[src/rtl/elevator_scan_controller_if.sv]
// Floor-call and car-status bundle for the SCAN elevator controller.
// The controller is the slave; the board/environment side is the master.
interface elevator_scan_controller_if #(
  parameter int unsigned FLOORS = 8,
  parameter int unsigned FW     = $clog2(FLOORS)
);
  logic [FLOORS-1:0] req;
  logic [FW-1:0]     cur_floor;
  logic [FLOORS-1:0] cur_floor_oh;
  logic [FLOORS-1:0] pending;
  logic              dir_up;
  logic              moving;
  logic              door_open;

  modport master (
    output req,
    input  cur_floor, cur_floor_oh, pending, dir_up, moving, door_open
  );

  modport slave (
    input  req,
    output cur_floor, cur_floor_oh, pending, dir_up, moving, door_open
  );
endinterface

[src/rtl/elevator_scan_controller.sv]
// Multi-floor elevator controller: latches floor calls and serves them in SCAN
// order, with per-floor travel time and door dwell counters.
module elevator_scan_controller #(
  parameter int unsigned FLOORS       = 8,
  parameter int unsigned TRAVEL_TICKS = 2**24,
  parameter int unsigned DOOR_TICKS   = 2**25,
  parameter int unsigned FW           = $clog2(FLOORS)
) (
  input logic clk,
  input logic rst,
  elevator_scan_controller_if.slave bus
);
  localparam int unsigned TW = (TRAVEL_TICKS > 1) ? $clog2(TRAVEL_TICKS) : 1;
  localparam int unsigned DW = (DOOR_TICKS > 1) ? $clog2(DOOR_TICKS) : 1;

  typedef enum logic [1:0] {IDLE, MOVE, DOOR} state_t;

  state_t            state;
  logic [FW-1:0]     cur_floor;
  logic [FW-1:0]     next_floor;
  logic [FLOORS-1:0] pending;
  logic [FLOORS-1:0] cur_oh;
  logic [FLOORS-1:0] next_oh;
  logic [FLOORS-1:0] clr;
  logic              dir_up;
  logic              moving;
  logic              door_open;
  logic [TW-1:0]     travel_cnt;
  logic [DW-1:0]     door_cnt;
  logic [31:0]       cur_idx;
  logic [31:0]       next_idx;
  logic              above;
  logic              below;
  logic              ahead_next;
  logic              at_cur;
  logic              at_next;
  logic              travel_done;
  logic              door_done;
  logic              rearm;

  assign cur_idx = 32'(cur_floor);
  assign cur_oh  = FLOORS'(1) << cur_floor;

  // Floor the car would occupy after the step in progress; saturates at the shaft ends.
  always_comb begin
    if (dir_up) next_floor = (cur_idx == FLOORS - 1) ? cur_floor : cur_floor + FW'(1);
    else        next_floor = (cur_floor == '0) ? cur_floor : cur_floor - FW'(1);
  end

  assign next_idx    = 32'(next_floor);
  assign next_oh     = FLOORS'(1) << next_floor;
  assign travel_done = (travel_cnt == TW'(TRAVEL_TICKS - 1));
  assign door_done   = (door_cnt == DW'(DOOR_TICKS - 1));
  assign at_cur      = |(pending & cur_oh);
  assign at_next     = |(pending & next_oh);
  assign rearm       = |(bus.req & cur_oh);

  // ahead_next looks past the post-step floor so MOVE can decide on the same edge it steps.
  always_comb begin
    above      = 1'b0;
    below      = 1'b0;
    ahead_next = 1'b0;
    for (int unsigned i = 0; i < FLOORS; i++) begin
      if (pending[i]) begin
        if (i > cur_idx) above = 1'b1;
        if (i < cur_idx) below = 1'b1;
        if (dir_up ? (i > next_idx) : (i < next_idx)) ahead_next = 1'b1;
      end
    end
  end

  always_comb begin
    clr = '0;
    case (state)
      IDLE:    if (at_cur) clr = cur_oh;
      MOVE:    if (travel_done && at_next) clr = next_oh;
      DOOR:    if (rearm) clr = cur_oh;
      default: clr = '0;
    endcase
  end

  always_ff @(posedge clk) begin
    if (rst) begin
      state      <= IDLE;
      cur_floor  <= '0;
      pending    <= '0;
      dir_up     <= 1'b1;
      moving     <= 1'b0;
      door_open  <= 1'b0;
      travel_cnt <= '0;
      door_cnt   <= '0;
    end else begin
      pending <= (pending | bus.req) & ~clr;
      case (state)
        IDLE: begin
          if (at_cur) begin
            state     <= DOOR;
            door_open <= 1'b1;
            door_cnt  <= '0;
          end else if (above && (dir_up || !below)) begin
            state      <= MOVE;
            moving     <= 1'b1;
            dir_up     <= 1'b1;
            travel_cnt <= '0;
          end else if (below) begin
            state      <= MOVE;
            moving     <= 1'b1;
            dir_up     <= 1'b0;
            travel_cnt <= '0;
          end
        end
        MOVE: begin
          if (travel_done) begin
            travel_cnt <= '0;
            cur_floor  <= next_floor;
            if (at_next) begin
              state     <= DOOR;
              moving    <= 1'b0;
              door_open <= 1'b1;
              door_cnt  <= '0;
            end else if (!ahead_next) begin
              state  <= IDLE;
              moving <= 1'b0;
            end
          end else begin
            travel_cnt <= travel_cnt + TW'(1);
          end
        end
        DOOR: begin
          if (rearm) begin
            door_cnt <= '0;
          end else if (door_done) begin
            state     <= IDLE;
            door_open <= 1'b0;
          end else begin
            door_cnt <= door_cnt + DW'(1);
          end
        end
        default: state <= IDLE;
      endcase
    end
  end

  always_ff @(posedge clk) begin
    if (!rst && state == MOVE && travel_done)
      assert (dir_up ? (cur_idx != FLOORS - 1) : (cur_floor != '0))
      else $error("floor step beyond shaft limits");
  end

  assign bus.cur_floor    = cur_floor;
  assign bus.cur_floor_oh = cur_oh;
  assign bus.pending      = pending;
  assign bus.dir_up       = dir_up;
  assign bus.moving       = moving;
  assign bus.door_open    = door_open;
endmodule

[src/flat_wrapper.sv]
// flat-port wrapper written by rule: the top's interface ports become plain ports
module elevator_scan_controller_flat 
#(
  parameter int unsigned FLOORS       = 8,
  parameter int unsigned TRAVEL_TICKS = 2**24,
  parameter int unsigned DOOR_TICKS   = 2**25,
  parameter int unsigned FW           = $clog2(FLOORS)
)
  (clk, rst, bus_req, bus_cur_floor, bus_cur_floor_oh, bus_pending, bus_dir_up, bus_moving, bus_door_open);
  elevator_scan_controller_if #(.FLOORS(FLOORS), .FW(FW)) bus_i ();
  input logic clk;
  input logic rst;
  input wire logic [$bits(bus_i.req)-1:0] bus_req;
  output wire logic [$bits(bus_i.cur_floor)-1:0] bus_cur_floor;
  output wire logic [$bits(bus_i.cur_floor_oh)-1:0] bus_cur_floor_oh;
  output wire logic [$bits(bus_i.pending)-1:0] bus_pending;
  output wire logic [$bits(bus_i.dir_up)-1:0] bus_dir_up;
  output wire logic [$bits(bus_i.moving)-1:0] bus_moving;
  output wire logic [$bits(bus_i.door_open)-1:0] bus_door_open;
  assign bus_i.req = bus_req;
  assign bus_cur_floor = bus_i.cur_floor;
  assign bus_cur_floor_oh = bus_i.cur_floor_oh;
  assign bus_pending = bus_i.pending;
  assign bus_dir_up = bus_i.dir_up;
  assign bus_moving = bus_i.moving;
  assign bus_door_open = bus_i.door_open;
  elevator_scan_controller #(.FLOORS(FLOORS), .TRAVEL_TICKS(TRAVEL_TICKS), .DOOR_TICKS(DOOR_TICKS), .FW(FW)) u_core (.clk(clk), .rst(rst), .bus(bus_i));
endmodule
[config.mk]
export PLATFORM = sky130hd
export DESIGN_NAME = elevator_scan_controller_flat
export DESIGN_NICKNAME = d
export VERILOG_FILES = /design/src/rtl/elevator_scan_controller_if.sv /design/src/rtl/elevator_scan_controller.sv /design/src/flat_wrapper.sv
export SDC_FILE = /design/constraint.sdc
export NUM_CORES = 1
export LEC_CHECK = 0
export ABC_AREA = 0
export CORE_MARGIN = 1.5
export CORE_UTILIZATION = 50
export DETAILED_ROUTE_END_ITERATION = 8
export PLACE_DENSITY_LB_ADDON = 0.15
export SYNTH_ARGS = -nofsm -noshare
export SYNTH_HDL_FRONTEND = slang
export SYNTH_SLANG_ARGS = --single-unit
export TNS_END_PERCENT = 1
[constraint.sdc]
create_clock -name clk -period 4.7 [get_ports clk]
set_input_delay 0.94 -clock clk [delete_from_list [all_inputs] [get_ports clk]]
set_output_delay 0.94 -clock clk [all_outputs]
set_load 0.01 [all_outputs]
==> results.toml, run 1 <==
[timing]
worst_slew_pin_slew_ps = 968
fin_crit_ps = 3980
fmax_ghz = 0.251
slew_headroom = 0.355
slew_viol_final = 0
setup_tns_ps = 0
fin_crit_sh = 0.846
rsz0062_at_grt = "false"
hold_viol = 0
skew_ps = 13.7
setup_viol_count_final = 0

[logic_synthesis]
syn_area_mm2 = 0.00401
synthArstFlopShare = 0
synth_area_leaders = "dfxtp_1, a21oi_1, nor2_1, nand3_1, xnor2_1"
avgSynthCellArea_um2 = 7.66
syn-instance-count = 524
yosysWarnings = 0
yosys-top-cells-count = "dfxtp_1, a21oi_1, nor2_1"
netlist.area_leader.share = 0.324
ys_types = 67
synth_top_area_cell = "dfxtp_1"
ys_dominant_reg_cell = "dfxtp_1"
synth_seq_cells = 65
synth-edff-count = 0
synth_fp_nets = 542
synth.most_common_cell = "dfxtp_1"
yosysSeqAreaShare = 0.324

[worst_setup_path]
critPathSlowestCell = "a2111oi_1"
rrSetupSlack_ps = 720
startpoint_type = "flip-flop"
path_max_fanout = 22
worst-path-buf-inv = 1
critPathKind = "reg2reg"
path_delay_family = "compound AO/OA/AOI/OAI gates"
cp.arrival_ps = 4260
required_ps = 4980
endpoint_kind = "flip-flop"
cp_cell_sequence = "inv_1 -> ha_1 -> nor3b_1 -> o21ai_1 -> nand2_1 -> a2111oi_1 -> nor4_4 -> a21boi_2 -> o21ai_0 -> a21oi_1"
cpPeakStageDelay_ps = 700

[power]
ir_drop_mv = 0.190
p_leak_nw = 1.41
power.density_mw_per_mm2 = 308
combPwrFrac = 0.228
share_seq_of_total_power = 0.448
cell_internal_pwr_w = 0.000891
p_clk_frac = 0.324
p_sw_frac = 0.358
switchingPower_w = 0.000498

[cells_and_area]
fill_cells = 710
drive_gt1_frac = 0.0659
postLayoutCellArea_mm2 = 0.00452
layout.nets = 559
area_growth_pct = 12.6
diodes = 0

[floorplanning]
initial_core_util = 0.519
num_rows = 32
die_width_um = 92.6
ios = 32
die_h_um = 92.6
die_area_mm2 = 0.00857
core-area_mm2 = 0.00773

[grt]
grt_pass1_wl_mm = 17.7
grt_max_degree = 25
antenna_found_initial = 0
grtUsageTotal = 0.257
grt_overflow = 0
grt_pass1_vias = 3643

[route]
drc = 0
post_drt_wl_per_cell_um = 16.2
drt_iter0_markers = 378
wl_mm = 10.5
vias = 4052
drt-pass1-iter-count = 5
via_per_inst = 6.25
antenna_left = 0

[cts]
cts_buffer_depth = 2
cts_setup_buffers = 0
numCtsBuffers = 9
h-tree-depth = 3
cts_tree = "yes"
cts.sink_count = 65
clk_latency_ps = 350
clkTransAtPathRegs_ps = 80
ctsRootBufferMaster = "clkbuf_8"
cts_resized = 0
ctsHoldBuffers = 0

[min_path]
holdCritPathClass = "reg2reg"

[status]
status = "complete, no violations"

[place]
portBuffers = 31
gp_congestion = 0.915
placed_cell_area_mm2 = 0.00434
dp_hpwl_mm = 7.28

[job]
max_cap_violations = 0
power groups by stage:
stage / Combinational (W) / Sequential (W) / Clock, W
final: 0.000317 / 0.000623 / 0.000450
after global routing: 0.000351 / 0.000626 / 0.000482
after CTS: 0.000316 / 0.000620 / 0.000455
after detailed placement: 0.000316 / 0.000633 / 0
after global placement: 0.000314 / 0.000633 / 0
after floorplan: 0.000240 / 0.000623 / 0
worst reg2reg max path, stage by stage, from the launching register on:
cell and delay (ps):
dfxtp_1 580, inv_1 210, ha_1 410, nor3b_1 230
o21ai_1 370, nand2_1 270, a2111oi_1 700, nor4_4 100
a21boi_2 660, o21ai_0 210, a21oi_1 170
per-layer routing:
layer	part of all wire	wire (um)	track usage	vias up
met3	0.075	792	0.0624	25
met2	0.44	4620	0.381	168
met1	0.46	4840	0.357	1882
met4	0.025	259	0.103	0
met5	0	0	0	-
li1	-	-	-	1977
state kept, by name, summed over array words and instances (netlist names):
register	cells
u_core.bus.pending	8
u_core.bus.dir_up	1
u_core.travel_cnt	24
u_core.bus.door_open	1
u_core.bus.moving	1
u_core.bus.cur_floor	3
u_core.state	2
u_core.door_cnt	25
through the flow:
step	std cells	utilization	total power [W]	setup WS (ps)	hold WS, ps
2_1_floorplan	524	-	0.000862	1330	452
3_3_place_gp	632	0.561	0.000947	1050	466
3_5_place_dp	632	0.561	0.000949	844	477
4_1_cts	648	0.585	0.00139	814	492
5_1_grt	648	0.585	0.00146	322	523
6_report	648	0.585	0.00139	723	491
logic make-up (layout without fill, tap and decap cells):
family / Yosys count / after routing / synth area share
compound gates: 160 / 160 / 0.256
xor+xnor: 22 / 22 / 0.0480
simple gates: 225 / 225 / 0.295
buf+inv: 43 / 65 / 0.0487
flops: 65 / 65 / 0.324
fa+ha+maj: 8 / 8 / 0.0250
mux: 1 / 1 / 0.00250
final cells by class:
cell class / instances / area [um^2] / share of cell area
Clock buffer: 11 / 141 / 0.0313
Clock inverter: 5 / 38.8 / 0.00859
Inverter: 14 / 52.6 / 0.0116
Multi-Input combinational cell: 416 / 2510 / 0.557
Sequential cell: 65 / 1300 / 0.288
Tap cell: 102 / 128 / 0.0283
Timing Repair Buffer: 35 / 340 / 0.0753
path summary, 6_finish.rpt:
check / startpoint / end / cells after the start
worst max-delay path: u_core.bus.cur_floor[0]$_SDFFE_PP0P_ / u_core.door_cnt[11]$_SDFFE_PP0P_ / 10
worst min-delay path: u_core.travel_cnt[18]$_SDFFE_PP0P_ / u_core.travel_cnt[18]$_SDFFE_PP0P_ / 2
worst max register to register: u_core.bus.cur_floor[0]$_SDFFE_PP0P_ / u_core.door_cnt[11]$_SDFFE_PP0P_ / 10
worst min register to register: u_core.travel_cnt[18]$_SDFFE_PP0P_ / u_core.travel_cnt[18]$_SDFFE_PP0P_ / 2
layout by cell type (no fill, tap or decap), drive strengths merged, types with 5 or more instances in the layout:
cell | synthesis | routed
o21ai | 34 | 34
nand2 | 39 | 39
xnor2 | 19 | 19
nor3 | 12 | 12
clkdlybuf4s50 | 0 | 31
nand2b | 7 | 7
and2 | 7 | 7
nor2 | 53 | 53
a22oi | 8 | 8
and3 | 11 | 11
a21oi | 62 | 62
or4 | 8 | 8
ha | 8 | 8
a31oi | 5 | 5
nand3 | 34 | 34
o211ai | 9 | 9
clkbuf | 17 | 11
inv | 13 | 14
or3 | 16 | 16
nand4 | 16 | 16
a2111oi | 6 | 6
dfxtp | 65 | 65
o31ai | 7 | 7
nor2b | 7 | 7
(Power assumes the default switching activity.)
==> run 2, diff against run 1 <==
clock period = 4.15 ns   (was 4.7 ns; I/O delays follow)
==> run 2 against run 1 <==
Against the previous run:
- cell count rose by 0.62%
- clock skew fell by 1.8 ps
- core utilization increased by 0.44 points
- non-clock buffer count up 4
- worst hold slack better by 0.71 ps
- wire length increased by 3.2%
- first-iteration DRC count fell by 24%
- global-route usage increased by 0.67 points
- via count increased by 0.96%
- sequential share of layout area decreased by 0.21 points
- clock power rose by 14%
- critical endpoint unchanged
==> results.toml, run 2 (synthesized netlist as in run 1, its figures left out) <==
[floorplanning]
die_area_mm2 = 0.00857
core-area_mm2 = 0.00773
num_rows = 32
die_width_um = 92.6
die_h_um = 92.6
ios = 32
initial_core_util = 0.519

[grt]
grt_max_degree = 25
grt_pass1_vias = 3640
grt_pass1_wl_mm = 18.0
grtUsageTotal = 0.264
grt_overflow = 0
antenna_found_initial = 0

[timing]
setup_viol_count_final = 0
hold_viol = 0
fin_crit_ps = 3690
slew_viol_final = 0
rsz0062_at_grt = "false"
fin_crit_sh = 0.889
fmax_ghz = 0.271
skew_ps = 11.9
worst_slew_pin_slew_ps = 835
fin_ws_ps = 460
slew_headroom = 0.443
setup_tns_ps = 0

[cells_and_area]
area_growth_pct = 13.4
fill_cells = 708
final_cell_mix = "dfxtp_1, a21oi_1, nor2_1"
diodes = 0
reg_top3 = "u_core.door_cnt x25, u_core.travel_cnt x24, u_core.bus.pending x8"
fin_cells = 652
top_register = "u_core.door_cnt"
layout.nets = 563
drive_gt1_frac = 0.0709
utilization = 0.589
final_common_cell = "dfxtp_1"
largest_reg_flops = 25

[power]
ir_drop_mv = 0.220
p_leak_nw = 1.42
switchingPower_w = 0.000556
cell_internal_pwr_w = 0.00103
share_seq_of_total_power = 0.445
combPwrFrac = 0.234
p_sw_frac = 0.349
power.density_mw_per_mm2 = 349
p_clk_frac = 0.321

[cts]
numCtsBuffers = 9
ctsHoldBuffers = 0
clk_latency_ps = 350
cts.sink_count = 65
cts_setup_buffers = 0
cts_buffer_depth = 2
h-tree-depth = 3
cts_resized = 0
ctsRootBufferMaster = "clkbuf_8"
clkTransAtPathRegs_ps = 70
cts_tree = "yes"

[job]
max_cap_violations = 0

[worst_setup_path]
path_max_fanout = 15
critPathSlowestCell = "dfxtp_1"
crit_start = "u_core.bus.cur_floor[0]$_SDFFE_PP0P_"
r2r-end = "u_core.door_cnt[11]$_SDFFE_PP0P_"
endpoint_kind = "flip-flop"
path_delay_family = "compound AO/OA/AOI/OAI gates"
cpMostUsedCell = "buf_4"
cp.arrival_ps = 3970
startpoint_type = "flip-flop"
critPathKind = "reg2reg"
rrSetupSlack_ps = 460
cpPeakStageDelay_ps = 590
cp_cell_sequence = "inv_1 -> ha_1 -> nor3b_1 -> o21ai_1 -> nand2_1 -> a2111oi_1 -> buf_4 -> nor4_4 -> a21boi_2 -> buf_4 -> o21ai_0 -> a21oi_1"
worst-path-buf-inv = 3
required_ps = 4430
regToRegStartpoint = "u_core.bus.cur_floor[0]$_SDFFE_PP0P_"
reg2regPathDepth = 12

[route]
drc = 0
via_per_inst = 6.27
wl_mm = 10.8
antenna_left = 0
drt_iter0_markers = 288
drt-pass1-iter-count = 5
vias = 4091
post_drt_wl_per_cell_um = 16.6

[min_path]
hp-start = "u_core.door_cnt[23]$_SDFFE_PP0P_"
min_to = "u_core.door_cnt[23]$_SDFFE_PP0P_"
hold_depth = 2
holdCritPathClass = "reg2reg"

[place]
dp_slack_ps = 545
dp_hpwl_mm = 7.54
dp.cells = 636
portBuffers = 31
gp_congestion = 0.917

[status]
status = "complete, no violations"
[run 2: cell count changes in the layout (fill, tap and decap cells not counted)]
cell      delta
clkbuf_8     +1
inv_6        -1
clkinv_2     -1
clkbuf_1     +1
buf_4        +4
[run 2: how the worst max path moves through the flow]
stage	to	slack, ps	cells past startpoint
after floorplan	u_core.door_cnt[13]$_SDFFE_PP0P_	780	14
after global placement	u_core.door_cnt[0]$_SDFFE_PP0P_	690	10
after detailed placement	u_core.door_cnt[11]$_SDFFE_PP0P_	540	11
after CTS	u_core.door_cnt[11]$_SDFFE_PP0P_	530	11
after global routing	u_core.door_cnt[9]$_SDFFE_PP0P_	90	12
final	u_core.door_cnt[11]$_SDFFE_PP0P_	460	12
[run 2: per-stage QoR]
step           hold WS (ps)  total power [W]  instance area, um^2
5_1_grt                 511          0.00167                 4550
4_1_cts                 489          0.00159                 4550
2_1_floorplan           452         0.000977                 4010
6_report                491          0.00159                 4550
3_3_place_gp            464          0.00108                 4370
3_5_place_dp            477          0.00109                 4370
[run 2: cell type report]
| cell class | instances | area [um^2] | area share |
|---|---|---|---|
| timing repair buffer | 39 | 370 | 0.0814 |
| multi-input combinational | 416 | 2510 | 0.553 |
| sequential | 65 | 1300 | 0.286 |
| inverter | 14 | 52.6 | 0.0115 |
| tap | 102 | 128 | 0.0280 |
| clock buffer | 13 | 159 | 0.0349 |
| clock inverter | 3 | 25.0 | 0.00550 |
[run 2: power groups by stage]
stage | logic (W) | clock network, W | registers (W)
after floorplan | 0.000271 | 0 | 0.000705
after global placement | 0.000362 | 0 | 0.000721
after detailed placement | 0.000369 | 0 | 0.000718
after global routing | 0.000413 | 0.000546 | 0.000711
after CTS | 0.000370 | 0.000517 | 0.000705
final | 0.000372 | 0.000511 | 0.000707
[run 2: tightest hold or removal path, stage by stage, from the launching register on]
cell	delay, ps
dfxtp_1	320
o21ai_0	70
a21oi_1	60
[run 2: metal layers]
metal | global-route usage | wire [um] | share of wire
met5 | 0 | 0 | 0
met4 | 0.0923 | 191 | 0.018
met3 | 0.0501 | 822 | 0.076
met2 | 0.406 | 4880 | 0.45
met1 | 0.367 | 4940 | 0.46
